[src/rtl/sha512_pkg.sv]
// ---------------------------------------------------------------------------
// sha512_pkg
// Shared widths and the padder state encoding for the SHA-512 message padder.
//   SHA512_BLOCK_W : width of one SHA-512 compression block (1024 bits)
//   SHA512_HALF_W  : width of one output beat, half a block (512 bits)
//   LEN_FIELD_W    : width of the big-endian bit-length field (128 bits)
//   t_padder_state : IDLE (waiting for start), DATA (consuming message
//                    lines), PAD (emitting generated padding halves)
// ---------------------------------------------------------------------------
package sha512_pkg;

   localparam int SHA512_BLOCK_W = 1024;
   localparam int SHA512_HALF_W  = 512;
   localparam int LEN_FIELD_W    = 128;

   typedef enum logic [1:0] {
      IDLE = 2'd0,
      DATA = 2'd1,
      PAD  = 2'd2
   } t_padder_state;

endpackage

[src/rtl/sha512_pad_line.sv]
// ---------------------------------------------------------------------------
// sha512_pad_line
// Combinational padding of one 512-bit half of the padded message stream.
//   line     in  512    raw message bytes for this half, byte 0 at [511:504]
//   half_idx in  LEN_W+1 index of this half within the padded stream
//   msg_len  in  LEN_W  message length in bytes
//   padded   out 512    half with bytes past the message cleared, the 0x80
//                       terminator inserted and, on the final half, the
//                       128-bit big-endian bit length in the last 16 bytes
// ---------------------------------------------------------------------------
module sha512_pad_line
   import sha512_pkg::*;
#(
   parameter int LEN_W = 64
) (
   input  logic [SHA512_HALF_W-1:0] line,
   input  logic [LEN_W:0]           half_idx,
   input  logic [LEN_W-1:0]         msg_len,
   output logic [SHA512_HALF_W-1:0] padded
);

   localparam int CW = LEN_W + 1;
   // Byte offsets into the stream: half index times 64 plus byte position.
   localparam int OW = LEN_W + 7;

   logic [OW-1:0]          base;
   logic [OW-1:0]          off;
   logic [OW-1:0]          len_ext;
   logic [CW-1:0]          len_w;
   logic [CW-1:0]          halves;
   logic                   is_last;
   logic [LEN_FIELD_W-1:0] len_bits;

   always_comb begin
      len_w    = {1'b0, msg_len};
      // Message + 0x80 + 16-byte length, rounded up to whole 128-byte blocks.
      halves   = ((len_w + CW'(144)) >> 7) << 1;
      is_last  = (half_idx == halves - CW'(1));
      base     = {half_idx, 6'd0};
      len_ext  = OW'(msg_len);
      len_bits = LEN_FIELD_W'({msg_len, 3'b000});
      off      = '0;
      padded   = '0;
      for (int i = 0; i < 64; i++) begin
         off = base + OW'(i);
         if (off < len_ext) begin
            padded[511-8*i -: 8] = line[511-8*i -: 8];
         end else if (off == len_ext) begin
            padded[511-8*i -: 8] = 8'h80;
         end
      end
      // The half count guarantees the length field never overlaps message
      // bytes or the 0x80 terminator.
      if (is_last) begin
         padded[LEN_FIELD_W-1:0] = len_bits;
      end
   end

endmodule

[src/rtl/sha512_padder.sv]
// ---------------------------------------------------------------------------
// sha512_padder
// Turns a byte-length message delivered as 512-bit lines into the padded
// SHA-512 stream, one 512-bit half block per beat, first half first.
//   clk         in   clock, rising edge
//   reset       in   asynchronous active-low reset
//   start       in   one-cycle pulse starting a message (ignored while busy)
//   msg_len     in   message length in bytes, captured on start
//   line        in   message line, byte 0 at [511:504]
//   line_valid  in / line_ready out   upstream handshake
//   block       out  padded half block
//   block_valid out / ready in        downstream handshake
//   last        out  marks the final half of the final block
//   busy        out  message in progress
//   done        out  one-cycle pulse after the final transfer
//   fsm_state   out  current controller state (t_padder_state encoding)
//
// Both handshakes: a beat moves on a rising edge where valid and ready are
// both high. A valid source holds its data stable until that edge; ready
// may be raised or dropped at any time.
// ---------------------------------------------------------------------------
module sha512_padder
   import sha512_pkg::*;
#(
   parameter int LEN_W = 64
) (
   input  logic                     clk,
   input  logic                     reset,
   input  logic                     start,
   input  logic [LEN_W-1:0]         msg_len,
   input  logic [SHA512_HALF_W-1:0] line,
   input  logic                     line_valid,
   output logic                     line_ready,
   output logic [SHA512_HALF_W-1:0] block,
   output logic                     block_valid,
   input  logic                     ready,
   output logic                     last,
   output logic                     busy,
   output logic                     done,
   output logic [1:0]               fsm_state
);

   localparam int CW = LEN_W + 1;

   t_padder_state state_q, state_d;

   logic [LEN_W-1:0]         len_q;
   logic [CW-1:0]            halves_q;
   logic [CW-1:0]            lines_q;
   logic [CW-1:0]            load_cnt_q;   // halves written into the output register
   logic [CW-1:0]            xfer_cnt_q;   // halves accepted downstream
   logic [CW-1:0]            len_ext;
   logic [CW-1:0]            halves_calc;
   logic [CW-1:0]            lines_calc;
   logic                     out_free;
   logic                     xfer;
   logic                     final_xfer;
   logic                     line_take;
   logic                     pad_take;
   logic                     load;
   logic [SHA512_HALF_W-1:0] pad_in;
   logic [SHA512_HALF_W-1:0] pad_out;

   sha512_pad_line #(.LEN_W(LEN_W)) u_pad_line (
      .line     (pad_in),
      .half_idx (load_cnt_q),
      .msg_len  (len_q),
      .padded   (pad_out)
   );

   always_comb begin
      len_ext     = CW'(msg_len);
      halves_calc = ((len_ext + CW'(144)) >> 7) << 1;
      lines_calc  = (len_ext + CW'(63)) >> 6;

      out_free    = !block_valid || ready;
      xfer        = block_valid && ready;
      final_xfer  = xfer && (xfer_cnt_q == halves_q - CW'(1));
      line_ready  = (state_q == DATA) && out_free;
      line_take   = line_ready && line_valid;
      // When the final half is itself a message line, PAD only waits for it
      // to drain and generates nothing.
      pad_take    = (state_q == PAD) && out_free && (load_cnt_q < halves_q);
      load        = line_take || pad_take;
      pad_in      = line_take ? line : '0;
   end

   always_comb begin
      state_d = state_q;
      case (state_q)
         IDLE: begin
            if (start) begin
               state_d = (msg_len == '0) ? PAD : DATA;
            end
         end
         DATA: begin
            if (line_take && (load_cnt_q == lines_q - CW'(1))) begin
               state_d = PAD;
            end
         end
         PAD: begin
            if (final_xfer) begin
               state_d = IDLE;
            end
         end
         default: state_d = IDLE;
      endcase
   end

   always_ff @(posedge clk or negedge reset) begin
      if (!reset) begin
         state_q     <= IDLE;
         len_q       <= '0;
         halves_q    <= '0;
         lines_q     <= '0;
         load_cnt_q  <= '0;
         xfer_cnt_q  <= '0;
         block       <= '0;
         block_valid <= 1'b0;
         last        <= 1'b0;
         done        <= 1'b0;
      end else begin
         state_q <= state_d;
         done    <= final_xfer;

         if ((state_q == IDLE) && start) begin
            len_q      <= msg_len;
            halves_q   <= halves_calc;
            lines_q    <= lines_calc;
            load_cnt_q <= '0;
            xfer_cnt_q <= '0;
         end

         if (load) begin
            block       <= pad_out;
            block_valid <= 1'b1;
            last        <= (load_cnt_q == halves_q - CW'(1));
            load_cnt_q  <= load_cnt_q + CW'(1);
         end else if (xfer) begin
            block_valid <= 1'b0;
            last        <= 1'b0;
         end

         if (xfer) begin
            xfer_cnt_q <= xfer_cnt_q + CW'(1);
         end
      end
   end

   assign busy      = (state_q != IDLE);
   assign fsm_state = state_q;

endmodule

[config.mk]
export PLATFORM = sky130hd
export DESIGN_NAME = sha512_padder
export DESIGN_NICKNAME = d
export VERILOG_FILES = /design/src/rtl/sha512_pkg.sv /design/src/rtl/sha512_pad_line.sv /design/src/rtl/sha512_padder.sv
export SDC_FILE = /design/constraint.sdc
export NUM_CORES = 2
export LEC_CHECK = 0
export ABC_AREA = 1
export BUFFER_PORTS_ARGS = -buffer_cell sky130_fd_sc_hd__clkbuf_2
export CORE_AREA = 2 2 424 426
export DETAILED_ROUTE_END_ITERATION = 10
export DIE_AREA = 0 0 426 428
export PLACE_DENSITY = 0.61
export REMOVE_ABC_BUFFERS = 1
export SYNTH_ARGS = -nofsm -noshare
export SYNTH_HDL_FRONTEND = slang
export SYNTH_HIERARCHICAL = 1
export SYNTH_SLANG_ARGS = --single-unit
[constraint.sdc]
create_clock -name clk -period 6.7 [get_ports clk]
set_clock_uncertainty 0.15 [all_clocks]
set_input_delay 1.34 -clock clk [delete_from_list [all_inputs] [get_ports clk]]
set_output_delay 1.34 -clock clk [all_outputs]
set_load 0.05 [all_outputs]
# After elaboration in Yosys (flattened, before gate mapping)
# Index checks and enable logic that the tools add are counted.
# totals
regBits,828
latch_bits,0
ramBits,0
romBits,0
output_inout_bits,519
wordCells,378
mem_count,0
# op_classes
n_addsub,71
n_mul,0
div_mod_pow,0
order_cmp,65
n_eq_ne,73
shifts,0
mux,141
bitwise,0
n_reduce_logical,18
# op_table
operator,count
$eq A71 B64 Y1,64
$lt A71 B64 Y1,64
$add A71 B6 Y71 const B,32
$add A71 B5 Y71 const B,16
$mux W8,128
$add A71 B4 Y71 const B,8
$mux W512,1
$add A71 B3 Y71 const B,4
$eq A65 B65 Y1,4
$mux W65,3
$sub A59 B1 Y60 const B,3
$add A71 B2 Y71 const B,2
$add A64 B8 Y65 const B,2
$add A65 B1 Y65 const B,2
$mux W128,1
$add A71 B1 Y71 const B,1
$add A64 B6 Y65 const B,1
$lt A65 B59 Y1,1
$logic_not A64 Y1,1
$logic_and A1 B1 Y1,8
$mux W2,4
$reduce_bool A2 Y1,4
$pmux W2 S3,1
$ne A2 B2 Y1 const B,2
8 further kinds,11

# Longest topological paths before layout
# depth
depth_word,7
depth_mapped,30
ltp_nobuf,27

# Cells and area by module
# Netlist, hierarchy kept.
# by_module_without_submodules
module,n_inst,cells_each,area_each_um2,seq_area_each_um2
sha512_padder,1,7128,48361.4,20719.9
sha512_pad_line,1,3130,13859.5,0.0

# Worst setup path after synthesis
# No wires, ideal clock.
# synth_timing
path_type,input-to-output
startpoint,input ready
endpoint,output line_ready
arrival_time_ns,2.531
required_ns,5.210
setup_slack_ns,2.679
path_stages,3
cell_sequence,or2_2 inv_1 nor3_1
# synth_via
elab_chain_cells,2
# synth_rtl
element,line_no,source
start: declaration,sha512_padder.sv:36,"input logic ready,"
$logic_or A1 B1 Y1,sha512_padder.sv:76,out_free = !block_valid || ready;
$logic_and A1 B1 Y1,sha512_padder.sv:79,line_ready = (state_q == DATA) && out_free;
end: declaration,sha512_padder.sv:33,"output logic line_ready,"
# Every way passes these cells.

# Worst setup path after layout
# layout_timing
startpoint,register load_cnt_q[64]
endpoint,register block[399]
# layout_via
elab_chain_cells,4
word_cells_on_any_way,8
# layout_rtl
element,line_no,source
start: declaration,sha512_padder.sv:50,logic [CW-1:0] load_cnt_q;
start signal: assignment,sha512_padder.sv:138,load_cnt_q <= load_cnt_q + CW'(1);
$add A71 B4 Y71 (*),sha512_pad_line.sv:45,off = base + OW'(i);
branches (longest 2 deep; another with $lt A71 B64 Y1),--,
$mux W8 (*),sha512_pad_line.sv:46,if (off < len_ext) begin
via pad_out[399],sha512_padder.sv:62,logic [SHA512_HALF_W-1:0] pad_out;
end signal: assignment,sha512_padder.sv:135,block <= pad_out;
end: declaration,sha512_padder.sv:34,"output logic [SHA512_HALF_W-1:0] block,"
# Mark *: on every way through the listed nets, which the timed path passes.
# A chain may end at the register's enable or synchronous reset.

==> impl_results.md <==
- Share of the clock period used by the worst path: 82.6%
- Max Fclk: 0.181 GHz
- Cells along the critical path: nor2_1, buf_4, inv_1, nor2_1, nand2_1, nor2_1, nand2_1, a21oi_1, nand2_1, buf_4, nor3_1, a21oi_1, o21ai_0, nand2_1, nand2_1
- Clk_lat worst skew: 0.80 ns
- Avg Synthesized Cell Area: 6.07 µm²
- CP startpoint: load_cnt_q[64]$_DFFE_PN0P_
- Most common cell after layout, fill and taps aside: nand2_1
- Drt wl/cell: 29.7 µm
- DR pass1 iterations: 6
- Leading area contributor after synthesis: dfrtp_1
- CP Launch Type: register
- R2r startpoint: load_cnt_q[64]$_DFFE_PN0P_
- Reg2reg path depth: 15
- CTS buffer count: 107
- Postcts setup bufs: 0
- CORE AREA: 178000 µm²
- GR Layer Usage met2: 65.2%
- Global-route wire length before repair: 557000 µm
- DRC viols: 0
- Synth Instances: 10258
- CP max-delay cell: nor2_1
- Reg2Reg Setup Slack: 1.17 ns
- Worst hold path class: register to register
- I/O pin count: 1100
- Crit end category: register
- Final GP Congestion: 1.13
- PD cells: 511 nW/µm²
- Vias: 75167
- Tmin final: 5.53 ns
- Filler cells: 19756
- Slowest Stage Delay on Critical Path: 0.67 ns
- GRT Max-Usage Layer: met2
- Die W: 426 µm
- CP Max Fanout: 13
- Ranking of synthesized cells by area: dfrtp_1 (33%), nand2_1 (20%), nor2_1 (12%)
- Initial antenna violation count: 119
- Min Hold Slack: 0.319 ns
- Share of the synthesized area in the top cell type: 33.3%
- Cell with the most instances on the worst path: nand2_1
- H-tree depth: 3
- VDD IR max: 0.000377 V
- Crit path to: block[399]$_DFFE_PN0P_
- Die Y: 428 µm
- Register area: 20700 µm²
- # port buffers: 1099
- Clock Path Buffers: 3
- Die area: 182000 µm²
- Synth Warn #: 6
- Area of the multi-input gates: 33800 µm²
- Largest net degree at the start of global routing: 179
- Critical path depth: 15
- Yosys cell types: 67
- WP data arrival: 6.08 ns
- Vias in the first global route: 70294
- CTS sink cnt: 828
- Antenna viol nets, final: 0
- Yosys reg bits: 828
- Vias per inst: 5.43
- 1st-iter DRT viols: 10022
- Post-synth EDFFs: 0
- Final setup violation count: 0
- Delay-heaviest family, CP: simple AND/OR/NAND/NOR gates
- Met3 GRT Util: 11.6%
- Layout cell share with drive strength beyond 1: 13.9%
- Hold_buf cts: 0
- Prevailing post-synth register cell: dfrtp_1
- FF-to-FF End: block[399]$_DFFE_PN0P_
- Maxcap violations: 0
- Share of the yosys chip area belonging to registers: 33.3%
- Final wirelength: 412000 µm
- Worst-margin pin slew: 1.26 ns
- Clock transition at the registers of the reported paths: 0.06 ns
- Count of pins over their slew limit: 0
- Root Driver: clkbuf_16
- Global route overflow: 0
- NumNets Final: 12034
- Mapped Area: 62200 µm²
- Crit path kind: register to register
- Detailed Place HPWL: 344000 µm
- CTS tree: yes
- Total Neg Setup Slack: 0 ns
- Most frequent cells in the layout: nand2_1 (3355), nor2_1 (1977), inv_1 (1693)
- WP buf/inv: 3
- RSZ-0062 raised after global routing: no
- Relative slew slack: 15.7%
- Starting Density: 35.0%
- Final hold vios: 0
- Tot GR Track Use: 43.7%
- Status: finished, final reports clean
- Area Growth Syn to Fin: 20.2%
- Worst Path Required: 7.25 ns
- # resized after CTS: 0
- FFs w/ async S/R, synth: 100%
- LEAKAGE: 40.5 nW
- GR Util met1: 55.3%
- Rows: 155
## cells by family after synthesis
kind of cell	after synthesis	share of synthesized area, %
AOI/OAI and AO/OA	584	5.61
xor gates and xnor gates	226	3.29
adders and majority gates	122	2.45
buffers and inverters	2019	12.6
DFF	828	33.3
muxes	15	0.243
and+or+nand+nor	6464	42.5
## layout make-up
cell class	count	area share, %
inverters	1727	8.68
multi-input cells	7411	45.2
well taps	2355	3.94
clock inverters	50	0.900
repair buffers	1256	9.23
diodes	79	0.264
clock buffers	145	4.10
flip-flops and latches	828	27.7
## registers in the layout (all words and copies together), names as in the netlist
register / cells
block: 512
block_valid: 1
done: 1
fsm_state: 2
halves_q: 58
last: 1
len_q: 64
lines_q: 59
load_cnt_q: 65
xfer_cnt_q: 65
## power by group
| group | switching (mW) | internal, mW |
|---|---|---|
| clock | 2.68 | 3.67 |
| sequential | 2.11 | 6.49 |
| combinational | 18.2 | 5.11 |
| total | 23.0 | 15.3 |
## synth_stat cells, drive strengths merged, types with 8 or more instances
master and number:
a21oi 130, a22oi 49, and2 9, buf 112, clkbuf 180, clkinv 9, dfrtp 828, ha 122
inv 1718, mux2i 14, nand2 3372, nand3 551, nand3b 35, nand4 177, nor2 2037, nor3 175
nor3b 8, nor4 81, o211ai 43, o21ai 232, o221ai 29, o22ai 49, o31ai 11, or2 11
xnor2 33, xor2 188
## per-layer routing
metal	wire, µm	up-vias
met4	29700	18
met1	162000	36184
li1	-	33697
met2	177000	4374
met3	43000	894
met5	209	-
## worst reg2reg max path, stage by stage (launching register included)
cell and delay (ns):
dfrtp_1 0.47, nor2_1 0.15, buf_4 0.22, inv_1 0.10
nor2_1 0.67, nand2_1 0.54, nor2_1 0.22, nand2_1 0.08
a21oi_1 0.21, nand2_1 0.44, buf_4 0.38, nor3_1 0.62
a21oi_1 0.51, o21ai_0 0.47, nand2_1 0.12, nand2_1 0.10
## stage by stage
stage | power [mW] | cells | setup WS (ns) | utilization, % | area [µm²]
after global routing | 39.7 | 13826 | 1.15 | 42.1 | 74700
after global placement | 31.0 | 13576 | 1.40 | 39.9 | 70800
after floorplan | 21.5 | 9966 | -37.23 | - | 60900
after CTS | 37.4 | 13771 | 1.38 | 42.0 | 74600
after detailed placement | 31.0 | 13576 | 1.41 | 39.9 | 70800
final | 38.2 | 13851 | 1.17 | 42.1 | 74800
## worst min-delay path by stage
stage                     depth (start not counted)                       start  slack (ns)                          to
after floorplan                                   1  xfer_cnt_q[32]$_DFFE_PN0P_        0.32  xfer_cnt_q[32]$_DFFE_PN0P_
after detailed placement                          2      block[475]$_DFFE_PN0P_        0.31      block[475]$_DFFE_PN0P_
after CTS                                         2      block[412]$_DFFE_PN0P_        0.32      block[412]$_DFFE_PN0P_
after global placement                            2      block[342]$_DFFE_PN0P_        0.30      block[342]$_DFFE_PN0P_
after global routing                              2      block[472]$_DFFE_PN0P_        0.33      block[472]$_DFFE_PN0P_
final                                             2      block[205]$_DFFE_PN0P_        0.32      block[205]$_DFFE_PN0P_
(Power assumes the default switching activity.)
